`config.mk`:
```
export PLATFORM = sky130hd
export DESIGN_NAME = uart_tx_periph
export DESIGN_NICKNAME = d
export VERILOG_FILES = /design/src/rtl/uart_pkg.sv /design/src/rtl/uart_tx_fifo.sv /design/src/rtl/uart_tx_periph.sv
export SDC_FILE = /design/constraint.sdc
export NUM_CORES = 1
export LEC_CHECK = 0
export CAP_MARGIN = 25
export CORE_MARGIN = 2
export CORE_UTILIZATION = 50
export CTS_BUF_LIST = sky130_fd_sc_hd__clkbuf_4
export DETAILED_ROUTE_END_ITERATION = 12
export GPL_TIMING_DRIVEN = 0
export HOLD_SLACK_MARGIN = 0.02
export PLACE_DENSITY = 0.79
export SLEW_MARGIN = 0
export SYNTH_ARGS = -nofsm -noshare
export SYNTH_HDL_FRONTEND = slang
export SYNTH_SLANG_ARGS = --single-unit
```
`constraint.sdc`:
```
create_clock -name clk -period 2.6 [get_ports clk]
set_input_delay 0.52 -clock clk [delete_from_list [all_inputs] [get_ports clk]]
set_output_delay 0.52 -clock clk [all_outputs]
set_load 0.01 [all_outputs]
```
`src/rtl/uart_pkg.sv`:
```
// Shared constants for the UART transmitter peripheral: register offsets,
// FSM state encoding and STATUS bit positions.
package uart_pkg;

    localparam logic [1:0] REG_CTRL   = 2'd0;
    localparam logic [1:0] REG_DIV    = 2'd1;
    localparam logic [1:0] REG_TXDATA = 2'd2;
    localparam logic [1:0] REG_STATUS = 2'd3;

    localparam logic [1:0] ST_IDLE  = 2'd0;
    localparam logic [1:0] ST_START = 2'd1;
    localparam logic [1:0] ST_DATA  = 2'd2;
    localparam logic [1:0] ST_STOP  = 2'd3;

    localparam int STAT_BUSY    = 0;
    localparam int STAT_FULL    = 1;
    localparam int STAT_EMPTY   = 2;
    localparam int STAT_OVF     = 3;
    localparam int STAT_CNT_LSB = 4;
    localparam int STAT_CNT_MSB = 8;

    // A programmed divisor of zero still gives one clock per bit.
    function automatic logic [15:0] eff_div(input logic [15:0] div);
        return (div == 16'd0) ? 16'd1 : div;
    endfunction

endpackage

```
`src/rtl/uart_tx_fifo.sv`:
```
// Synchronous byte FIFO with occupancy count. A pop on a full FIFO frees the
// slot that a same-cycle push then fills.
module uart_tx_fifo #(
    parameter int DEPTH = 4
) (
    input  logic                     clk_i,
    input  logic                     rst_ni,
    input  logic                     push_i,
    input  logic                     pop_i,
    input  logic [7:0]               wdata_i,
    output logic [7:0]               rdata_o,
    output logic                     full_o,
    output logic                     empty_o,
    output logic [$clog2(DEPTH):0]   count_o
);

    localparam int AW = $clog2(DEPTH);

    logic [7:0]    mem_q [DEPTH];
    logic [AW-1:0] wr_ptr_q, rd_ptr_q;
    logic [AW:0]   count_q;
    logic          do_push, do_pop;

    assign empty_o = (count_q == '0);
    assign full_o  = (count_q == (AW+1)'(DEPTH));
    assign count_o = count_q;
    assign rdata_o = mem_q[rd_ptr_q];

    assign do_pop  = pop_i & ~empty_o;
    assign do_push = push_i & (~full_o | do_pop);

    always_ff @(posedge clk_i or negedge rst_ni) begin
        if (!rst_ni) begin
            wr_ptr_q <= '0;
            rd_ptr_q <= '0;
            count_q  <= '0;
        end else begin
            if (do_push) wr_ptr_q <= wr_ptr_q + AW'(1);
            if (do_pop)  rd_ptr_q <= rd_ptr_q + AW'(1);
            case ({do_push, do_pop})
                2'b10:   count_q <= count_q + (AW+1)'(1);
                2'b01:   count_q <= count_q - (AW+1)'(1);
                default: count_q <= count_q;
            endcase
        end
    end

    always_ff @(posedge clk_i) begin
        if (do_push) mem_q[wr_ptr_q] <= wdata_i;
    end

endmodule

```
`src/rtl/uart_tx_periph.sv`:
```
// Memory-mapped 8N1 UART transmitter: register file, TX FIFO, frame FSM with
// per-frame latched baud divisor, and a level drain interrupt.
module uart_tx_periph
    import uart_pkg::*;
#(
    parameter int          FIFO_DEPTH = 4,
    parameter logic [15:0] DIV_RESET  = 16'd16
) (
    input  logic        clk,
    input  logic        reset,
    input  logic [29:0] Addr,
    input  logic        WE,
    input  logic [31:0] Din,
    output logic [31:0] Dout,
    output logic        IRQ,
    output logic        txd
);

    localparam int CW = $clog2(FIFO_DEPTH) + 1;

    logic        en_q, ie_q, ovf_q, ovf_d, irq_q, irq_d, txd_q, txd_d;
    logic [15:0] div_q;
    logic [1:0]  state_q, state_d;
    logic [15:0] baud_q, baud_d, frame_div_q, frame_div_d;
    logic [2:0]  bit_cnt_q, bit_cnt_d;
    logic [7:0]  shift_q, shift_d;

    logic [1:0]    reg_sel;
    logic          wr_ctrl, wr_div, wr_txdata, wr_status;
    logic          fifo_full, fifo_empty, launch, baud_zero;
    logic [7:0]    fifo_rdata;
    logic [CW-1:0] fifo_count;
    logic          unused_bits;

    assign reg_sel   = Addr[1:0];
    assign wr_ctrl   = WE & (reg_sel == REG_CTRL);
    assign wr_div    = WE & (reg_sel == REG_DIV);
    assign wr_txdata = WE & (reg_sel == REG_TXDATA);
    assign wr_status = WE & (reg_sel == REG_STATUS);
    assign unused_bits = ^{Addr[29:2], Din[31:16]};

    assign baud_zero = (baud_q == 16'd0);
    // A new frame starts from IDLE, or straight out of the last STOP cycle.
    assign launch = en_q & ~fifo_empty &
                    ((state_q == ST_IDLE) | ((state_q == ST_STOP) & baud_zero));

    uart_tx_fifo #(.DEPTH(FIFO_DEPTH)) u_fifo (
        .clk_i   (clk),
        .rst_ni  (reset),
        .push_i  (wr_txdata),
        .pop_i   (launch),
        .wdata_i (Din[7:0]),
        .rdata_o (fifo_rdata),
        .full_o  (fifo_full),
        .empty_o (fifo_empty),
        .count_o (fifo_count)
    );

    always_comb begin
        state_d     = state_q;
        baud_d      = baud_q;
        bit_cnt_d   = bit_cnt_q;
        shift_d     = shift_q;
        txd_d       = txd_q;
        frame_div_d = frame_div_q;
        if (launch) begin
            state_d     = ST_START;
            shift_d     = fifo_rdata;
            frame_div_d = eff_div(div_q);
            baud_d      = eff_div(div_q) - 16'd1;
            bit_cnt_d   = 3'd0;
            txd_d       = 1'b0;
        end else begin
            case (state_q)
                ST_START: begin
                    if (baud_zero) begin
                        state_d   = ST_DATA;
                        baud_d    = frame_div_q - 16'd1;
                        bit_cnt_d = 3'd0;
                        txd_d     = shift_q[0];
                    end else begin
                        baud_d = baud_q - 16'd1;
                    end
                end
                ST_DATA: begin
                    if (baud_zero) begin
                        baud_d = frame_div_q - 16'd1;
                        if (bit_cnt_q == 3'd7) begin
                            state_d = ST_STOP;
                            txd_d   = 1'b1;
                        end else begin
                            shift_d   = {1'b0, shift_q[7:1]};
                            txd_d     = shift_q[1];
                            bit_cnt_d = bit_cnt_q + 3'd1;
                        end
                    end else begin
                        baud_d = baud_q - 16'd1;
                    end
                end
                ST_STOP: begin
                    if (baud_zero) state_d = ST_IDLE;
                    else           baud_d  = baud_q - 16'd1;
                end
                default: ;
            endcase
        end
    end

    always_comb begin
        irq_d = ie_q & en_q & fifo_empty & (state_q == ST_IDLE);
        ovf_d = ovf_q;
        if (wr_status)
            ovf_d = 1'b0;
        else if (wr_txdata & fifo_full & ~launch)
            ovf_d = 1'b1;
    end

    always_ff @(posedge clk or negedge reset) begin
        if (!reset) begin
            en_q        <= 1'b0;
            ie_q        <= 1'b0;
            div_q       <= DIV_RESET;
            ovf_q       <= 1'b0;
            irq_q       <= 1'b0;
            txd_q       <= 1'b1;
            state_q     <= ST_IDLE;
            baud_q      <= 16'd0;
            bit_cnt_q   <= 3'd0;
            shift_q     <= 8'd0;
            frame_div_q <= 16'd1;
        end else begin
            if (wr_ctrl) begin
                en_q <= Din[0];
                ie_q <= Din[1];
            end
            if (wr_div) div_q <= Din[15:0];
            ovf_q       <= ovf_d;
            irq_q       <= irq_d;
            txd_q       <= txd_d;
            state_q     <= state_d;
            baud_q      <= baud_d;
            bit_cnt_q   <= bit_cnt_d;
            shift_q     <= shift_d;
            frame_div_q <= frame_div_d;
        end
    end

    always_comb begin
        Dout = 32'd0;
        case (reg_sel)
            REG_CTRL: Dout[1:0]  = {ie_q, en_q};
            REG_DIV:  Dout[15:0] = div_q;
            REG_STATUS: begin
                Dout[STAT_BUSY]                  = (state_q != ST_IDLE);
                Dout[STAT_FULL]                  = fifo_full;
                Dout[STAT_EMPTY]                 = fifo_empty;
                Dout[STAT_OVF]                   = ovf_q;
                Dout[STAT_CNT_MSB:STAT_CNT_LSB]  = 5'(fifo_count);
            end
            default: ;
        endcase
    end

    assign IRQ = irq_q;
    assign txd = txd_q;

endmodule

```
Word level (Yosys, flattened, before mapping)
Memories as Yosys holds them, arrays and structs flattened.
Index checks and enable logic that the tools add are counted.
{ "word_totals": {"register_bits": 73, "ram_bits": 32, "in_bits": 65, "output_inout_bits": 34, "wordCells": 111, "n_memories": 1} }
{ "memory_table": {"columns": ["memory", "depth", "width", "rd", "rd_clocked_by_memory_dff", "wr", "line", "text"], "rows": [
  ["u_fifo.mem_q", 4, 8, 1, 0, 1, "uart_tx_fifo.sv:19", "logic [7:0] mem_q [DEPTH];"]
]} }
{ "classes": {"addsub": 8, "n_eq_ne": 17, "n_mux": 33, "bitwise": 19, "n_reduce_logical": 19} }
{ "ops": {"columns": ["cell", "count"], "rows": [
  ["$mux W16", 4],
  ["$sub A16 B1 Y16 const B", 3],
  ["$logic_not A16 Y1", 2],
  ["$mux W8", 4],
  ["$pmux W16 S2", 1],
  ["$ne A3 B3 Y1 const B", 6],
  ["$and A1 B1 Y1", 14],
  ["$pmux W7 S2", 1],
  ["$mux W3", 4],
  ["$pmux W2 S3", 2],
  ["$pmux W3 S2", 2],
  ["$eq A2 B2 Y1 const B", 5],
  ["$mux W2", 5],
  ["$reduce_bool A2 Y1", 5],
  ["$mux W1", 8],
  ["$mux W7", 1],
  ["$add A3 B1 Y3 const B", 2],
  ["$eq A2 B1 Y1 const B", 3],
  ["$eq A3 B3 Y1 const B", 2],
  ["$reduce_and A3 Y1", 2],
  ["$reduce_bool A3 Y1", 2],
  ["$reduce_and A5 Y1", 1],
  ["$add A2 B1 Y2 const B", 2],
  ["$logic_not A2 Y1", 2],
  ["other kinds (10)", 13]
]} }

Longest topological paths before layout
Gate-level depths: netlist of the first run.
{ "logic_depth": {"word_depth": 9, "ltp_mapped": 12, "ltp_nobuf": 11} }

Cells and area by module
A second synthesis of the first run with hierarchy kept.
{ "hier_totals": {"hier_cells": 559, "hier_area_um2": 5947.0} }
{ "by_module_without_submodules": {"columns": ["mod", "n_inst", "cells_each", "area_each_um2", "seq_area_each_um2"], "rows": [
  ["uart_tx_periph", 1, 465, 4277.9, 1655.3],
  ["uart_tx_fifo", 1, 94, 1669.1, 1136.1]
]} }

Least setup slack after synthesis of the first run
OpenSTA, ideal clock, no wires.
{ "synth_timing": {"kind": "flip-flop to flip-flop", "start": "register state_q[0]", "end": "register u_fifo.count_q[2], in the netlist u_fifo.count_o[2]", "setup_time_ns": 0.087, "arrival_time_ns": 2.529, "required_ns": 2.513, "setup_slack_ns": -0.015, "path_stages_with_launch": 12, "path_buffers": 1, "synth_period_minus_slack_ns": 2.615, "path_cell_list": "dfrtp_1 -> ha_1 -> clkbuf_1 -> nor4bb_1 -> a41oi_1 -> nor3b_2 -> nand2_1 -> fa_1 -> nor2_1 -> nand2_1 -> o31a_1 -> o211ai_1"} }
{ "synth_via": {"elab_chain_len": 9, "elab_cells_between_ends": 12, "cone_classes": "eq/ne: 3; mux: 1; bitwise: 6; reduce/logical: 2"} }
{ "synth_lines": {"columns": ["element", "line", "text"], "rows": [
  ["from (decl)", "uart_tx_periph.sv:23", "logic [1:0] state_q, state_d;"],
  ["from (signal assigned)", "uart_tx_periph.sv:140", "state_q <= state_d;"],
  ["$eq A2 B2 Y1", "uart_tx_periph.sv:45", "((state_q == ST_IDLE) | ((state_q == ST_STOP) & baud_zero));"],
  ["$and A1 B1 Y1", "uart_tx_periph.sv:45", null],
  ["$or A1 B1 Y1 (*)", "uart_tx_periph.sv:45", null],
  ["$and A1 B1 Y1 (*)", "uart_tx_periph.sv:44", "assign launch = en_q & ~fifo_empty &"],
  ["$and A1 B1 Y1 (*)", "uart_tx_fifo.sv:29", "assign do_pop = pop_i & ~empty_o;"],
  ["$or A1 B1 Y1", "uart_tx_fifo.sv:30", "assign do_push = push_i & (~full_o | do_pop);"],
  ["$and A1 B1 Y1", "uart_tx_fifo.sv:30", null],
  ["$eq A2 B1 Y1 or $eq A2 B2 Y1 (tied branches)", "uart_tx_fifo.sv:40", "case ({do_push, do_pop})"],
  ["$pmux W3 S2 or $reduce_bool A2 Y1 (tied branches)", null, null],
  ["to (signal assigned)", "uart_tx_fifo.sv:41", "2'b10: count_q <= count_q + (AW+1)'(1);"],
  ["to (signal assigned)", "uart_tx_fifo.sv:42", "2'b01: count_q <= count_q - (AW+1)'(1);"],
  ["to (signal assigned)", "uart_tx_fifo.sv:43", "default: count_q <= count_q;"],
  ["to (decl)", "uart_tx_fifo.sv:21", "logic [AW:0] count_q;"]
]} }
Mark *: on every way between the ends. The rest lies on a longest branch, timed or not.
A chain may end at the register's enable or synchronous reset.

Worst setup path in the final report of the first run
{ "layout_timing": {"start": "input Addr[1]", "end": "output Dout[13]"} }
{ "layout_via": {"elab_chain_len": 2} }
{ "layout_lines": {"columns": ["element", "line", "text"], "rows": [
  ["from (decl)", "uart_tx_periph.sv:11", "input logic [29:0] Addr,"],
  ["$eq A2 B1 Y1", "uart_tx_periph.sv:150", "case (reg_sel)"],
  ["$mux W7", "uart_tx_periph.sv:150", null],
  ["to (decl)", "uart_tx_periph.sv:14", "output logic [31:0] Dout,"]
]} }
Every way passes these cells.

==> results.json, run 1 <==
{
  "outcome": "complete, no violations",
  "reg2reg_depth": 10,
  "rr_startpoint": "state_q[1]",
  "cts_root_buf": "clkbuf_4",
  "globalRoute.totalOverflow": 0,
  "tightest_slew_ns": 0.837,
  "multi_input_area_mm2": 0.00301,
  "total_power_uw": 6740,
  "critPathMaxStageDelay_ns": 0.54,
  "synth_seq_area_share_pct": 47.3,
  "cp.arrival_ns": 2.00,
  "tns_ns": 0,
  "path_class": "in2out",
  "hold_class": "in2async",
  "drtAntennaViolNets": 0,
  "path_common_cell": "clkdlybuf4s50_1",
  "antenna_cells": 0,
  "critPathSlowestCell": "clkdlybuf4s50_1",
  "cp-end-kind": "output port",
  "grt_max_degree": 58,
  "place_ws_ns": -0.688,
  "avgRoutedWirePerCell_um": 18.0,
  "ys_ff_latch": 105,
  "fmax_mhz": 397,
  "clkLatencyLatePin_ns": 0.50,
  "cts.clk_slew.worst_paths_ns": 0.19,
  "crit_family": "buffers and inverters",
  "r2r_slack_ns": 0.12,
  "startpoint_type": "input port",
  "hpwlAfterDp_um": 9970,
  "worst_slack_ns": 0.0809,
  "slew_violations": 0,
  "clk_path_buf_depth": 2,
  "drt_iter0_markers": 385,
  "fp-row-count": 39,
  "die_h_um": 113,
  "wirelength_um": 14400,
  "crit_fanout": 10,
  "ys_types": 68,
  "final_hold_viol_count": 0,
  "rsz0062_at_grt": "true",
  "drc": 0,
  "antenna_found_initial": 0,
  "gp_congestion": 0.941,
  "syn_to_final_growth_pct": 19.4,
  "period_minus_slack_ns": 2.52,
  "relSlewSlack_pct": 43.7,
  "core_area_mm2": 0.0115,
  "cts_tree": "built",
  "synth.avg_cell_area_um2": 10.4,
  "path_cells": "clkdlybuf4s50_1 -> nor2b_1 -> clkbuf_2 -> and2_1 -> clkdlybuf4s50_1",
  "vias_per_cell": 5.94,
  "num_vias": 4753,
  "finalSetupViolations": 0,
  "final_area_mm2": 0.00704,
  "async_flop_share_pct": 69.5,
  "fin_crit_sh_pct": 96.9,
  "grt_pass1_vias": 4646,
  "synth_edf_count": 32,
  "io_buffers": 38,
  "nFillCells": 871,
  "dieArea_mm2": 0.0127,
  "r2r_end": "u_fifo.count_o[2]",
  "drive_gt1_share_pct": 22.4,
  "leakage_uw": 0.00291,
  "syn_inst": 569,
  "nets": 733,
  "skew_ns": 0.0235,
  "synth_ff_type": "dfrtp_1",
  "cts_made_buffers": 9,
  "die_w_um": 113,
  "grtUsageTotal_pct": 23.0,
  "grt_pass1_wl_um": 23400,
  "regArea_mm2": 0.00281,
  "drt_pass1_iterations": 5,
  "drv_cap": 0,
  "power_density_mw_per_mm2": 957,
  "netlist_area_mm2": 0.00590,
  "ir_worst_vdd_mv": 0.614,
  "clock-sinks": 105,
  "final_common_cell": "nand2_1",
  "layout.cells.most_common_list": "83 x nand2_1, 57 x dfrtp_1, 42 x buf_4",
  "placed_cell_area_mm2": 0.00654,
  "yosys_warnings": 0,
  "critPathRequiredTime_ns": 2.08,
  "io_pins": 99,
  "initial_utilization_pct": 51.4,
  "h-tree-depth": 3,
  "path_buf_inv": 3
}
through the flow:
| stage | util [%] | std cells | hold slack [ns] |
|---|---|---|---|
| finish | 61.4 | 800 | 0.420 |
| global route | 61.4 | 800 | 0.407 |
| CTS | 60.1 | 789 | 0.403 |
| detailed placement | 57.0 | 766 | 0.419 |
| global placement | 56.8 | 765 | 0.510 |
| floorplan | - | 584 | 0.224 |
state kept, by name, summed over array words and instances (netlist names):
register / cells
u_fifo.mem_q: 32
baud_q: 16
div_q: 16
frame_div_q: 16
shift_q: 8
bit_cnt_q: 3
u_fifo.count_o: 3
state_q: 2
u_fifo.rd_ptr_q: 2
u_fifo.wr_ptr_q: 2
IRQ: 1
en_q: 1
ie_q: 1
ovf_q: 1
txd: 1
power breakdown:
part	internal, uW	switching [uW]
registers	2170	586
clock network	247	661
logic	1420	1650
worst max-delay path by stage:
stage | start | end | depth (start not counted)
floorplan | state_q[0] | u_fifo.count_o[2] | 11
global placement | reset | shift_q[3] | 1
detailed placement | baud_q[6] | u_fifo.count_o[2] | 9
CTS | Addr[1] | Dout[6] | 6
global route | state_q[1] | u_fifo.count_o[2] | 10
finish | Addr[1] | Dout[13] | 5
cell type report:
| cell class | instances | share of cell area [%] |
|---|---|---|
| plain buffers | 39 | 3.48 |
| clock buffers | 9 | 0.959 |
| clock inverters | 7 | 1.23 |
| inverters | 17 | 0.906 |
| multi-input cells | 418 | 42.8 |
| flip-flops and latches | 105 | 39.9 |
| well taps | 143 | 2.54 |
| repair buffers | 62 | 8.24 |
synthesized netlist by cell type, types with 6 or more instances:
master	number	area share (%)
a21oi_1	17	1.4
and2_1	14	1.5
and3_1	6	0.64
buf_2	8	0.68
buf_4	19	2.4
clkbuf_1	13	0.83
dfrtp_1	70	30
edfxtp_1	32	16
ha_1	15	3.2
inv_1	17	1.1
mux2_2	20	3.8
mux2i_1	18	3.1
mux4_2	8	3.1
nand2_1	84	5.3
nand3_1	9	0.76
nor2_1	25	1.6
nor2b_1	6	0.64
nor3_1	13	1.1
nor4_1	12	1.3
o21ai_0	24	2.0
o21ai_1	10	0.85
o22ai_1	9	0.95
xnor2_1	13	1.9
xor2_1	17	2.5
cells by family (layout without fill, tap and decap cells):
logic type               count (synthesis)  after routing  share of synthesized area [%]
AND/OR/NAND/NOR                        207            207                           18.2
adder cells (fa/ha/maj)                 16             16                           3.52
multiplexers                            46             46                           9.93
flip-flops                             105            105                           47.3
buffers and inverters                   61            134                           5.39
AO/OA/AOI/OAI                          103            103                           11.1
XOR/XNOR                                30             30                           4.46
other                                    1             16                         0.0636
metal layers:
metal,vias up,track usage (%),wire length (um)
li1,2192,-,-
met1,2287,30.8,6100
met2,236,38.1,6930
met3,38,3.40,1040
met4,0,8.54,363
met5,-,0,0
what timing repair did:
item                                   4_1_cts  5_1_grt
resized for setup                           38       17
pin swaps                                    5        3
setup buffers                                9       13
setup endpoints to repair                   99       56
endpoints found under the hold margin       15        0
hold buffers                                 1        0
No activity file was read; power rests on OpenSTA's default activity.
==> inputs of run 2 (changes only) <==
SLEW_MARGIN = not set   (was 0)
==> results of run 2 <==
Final layout, timing and power as in run 1 (identical DEF).
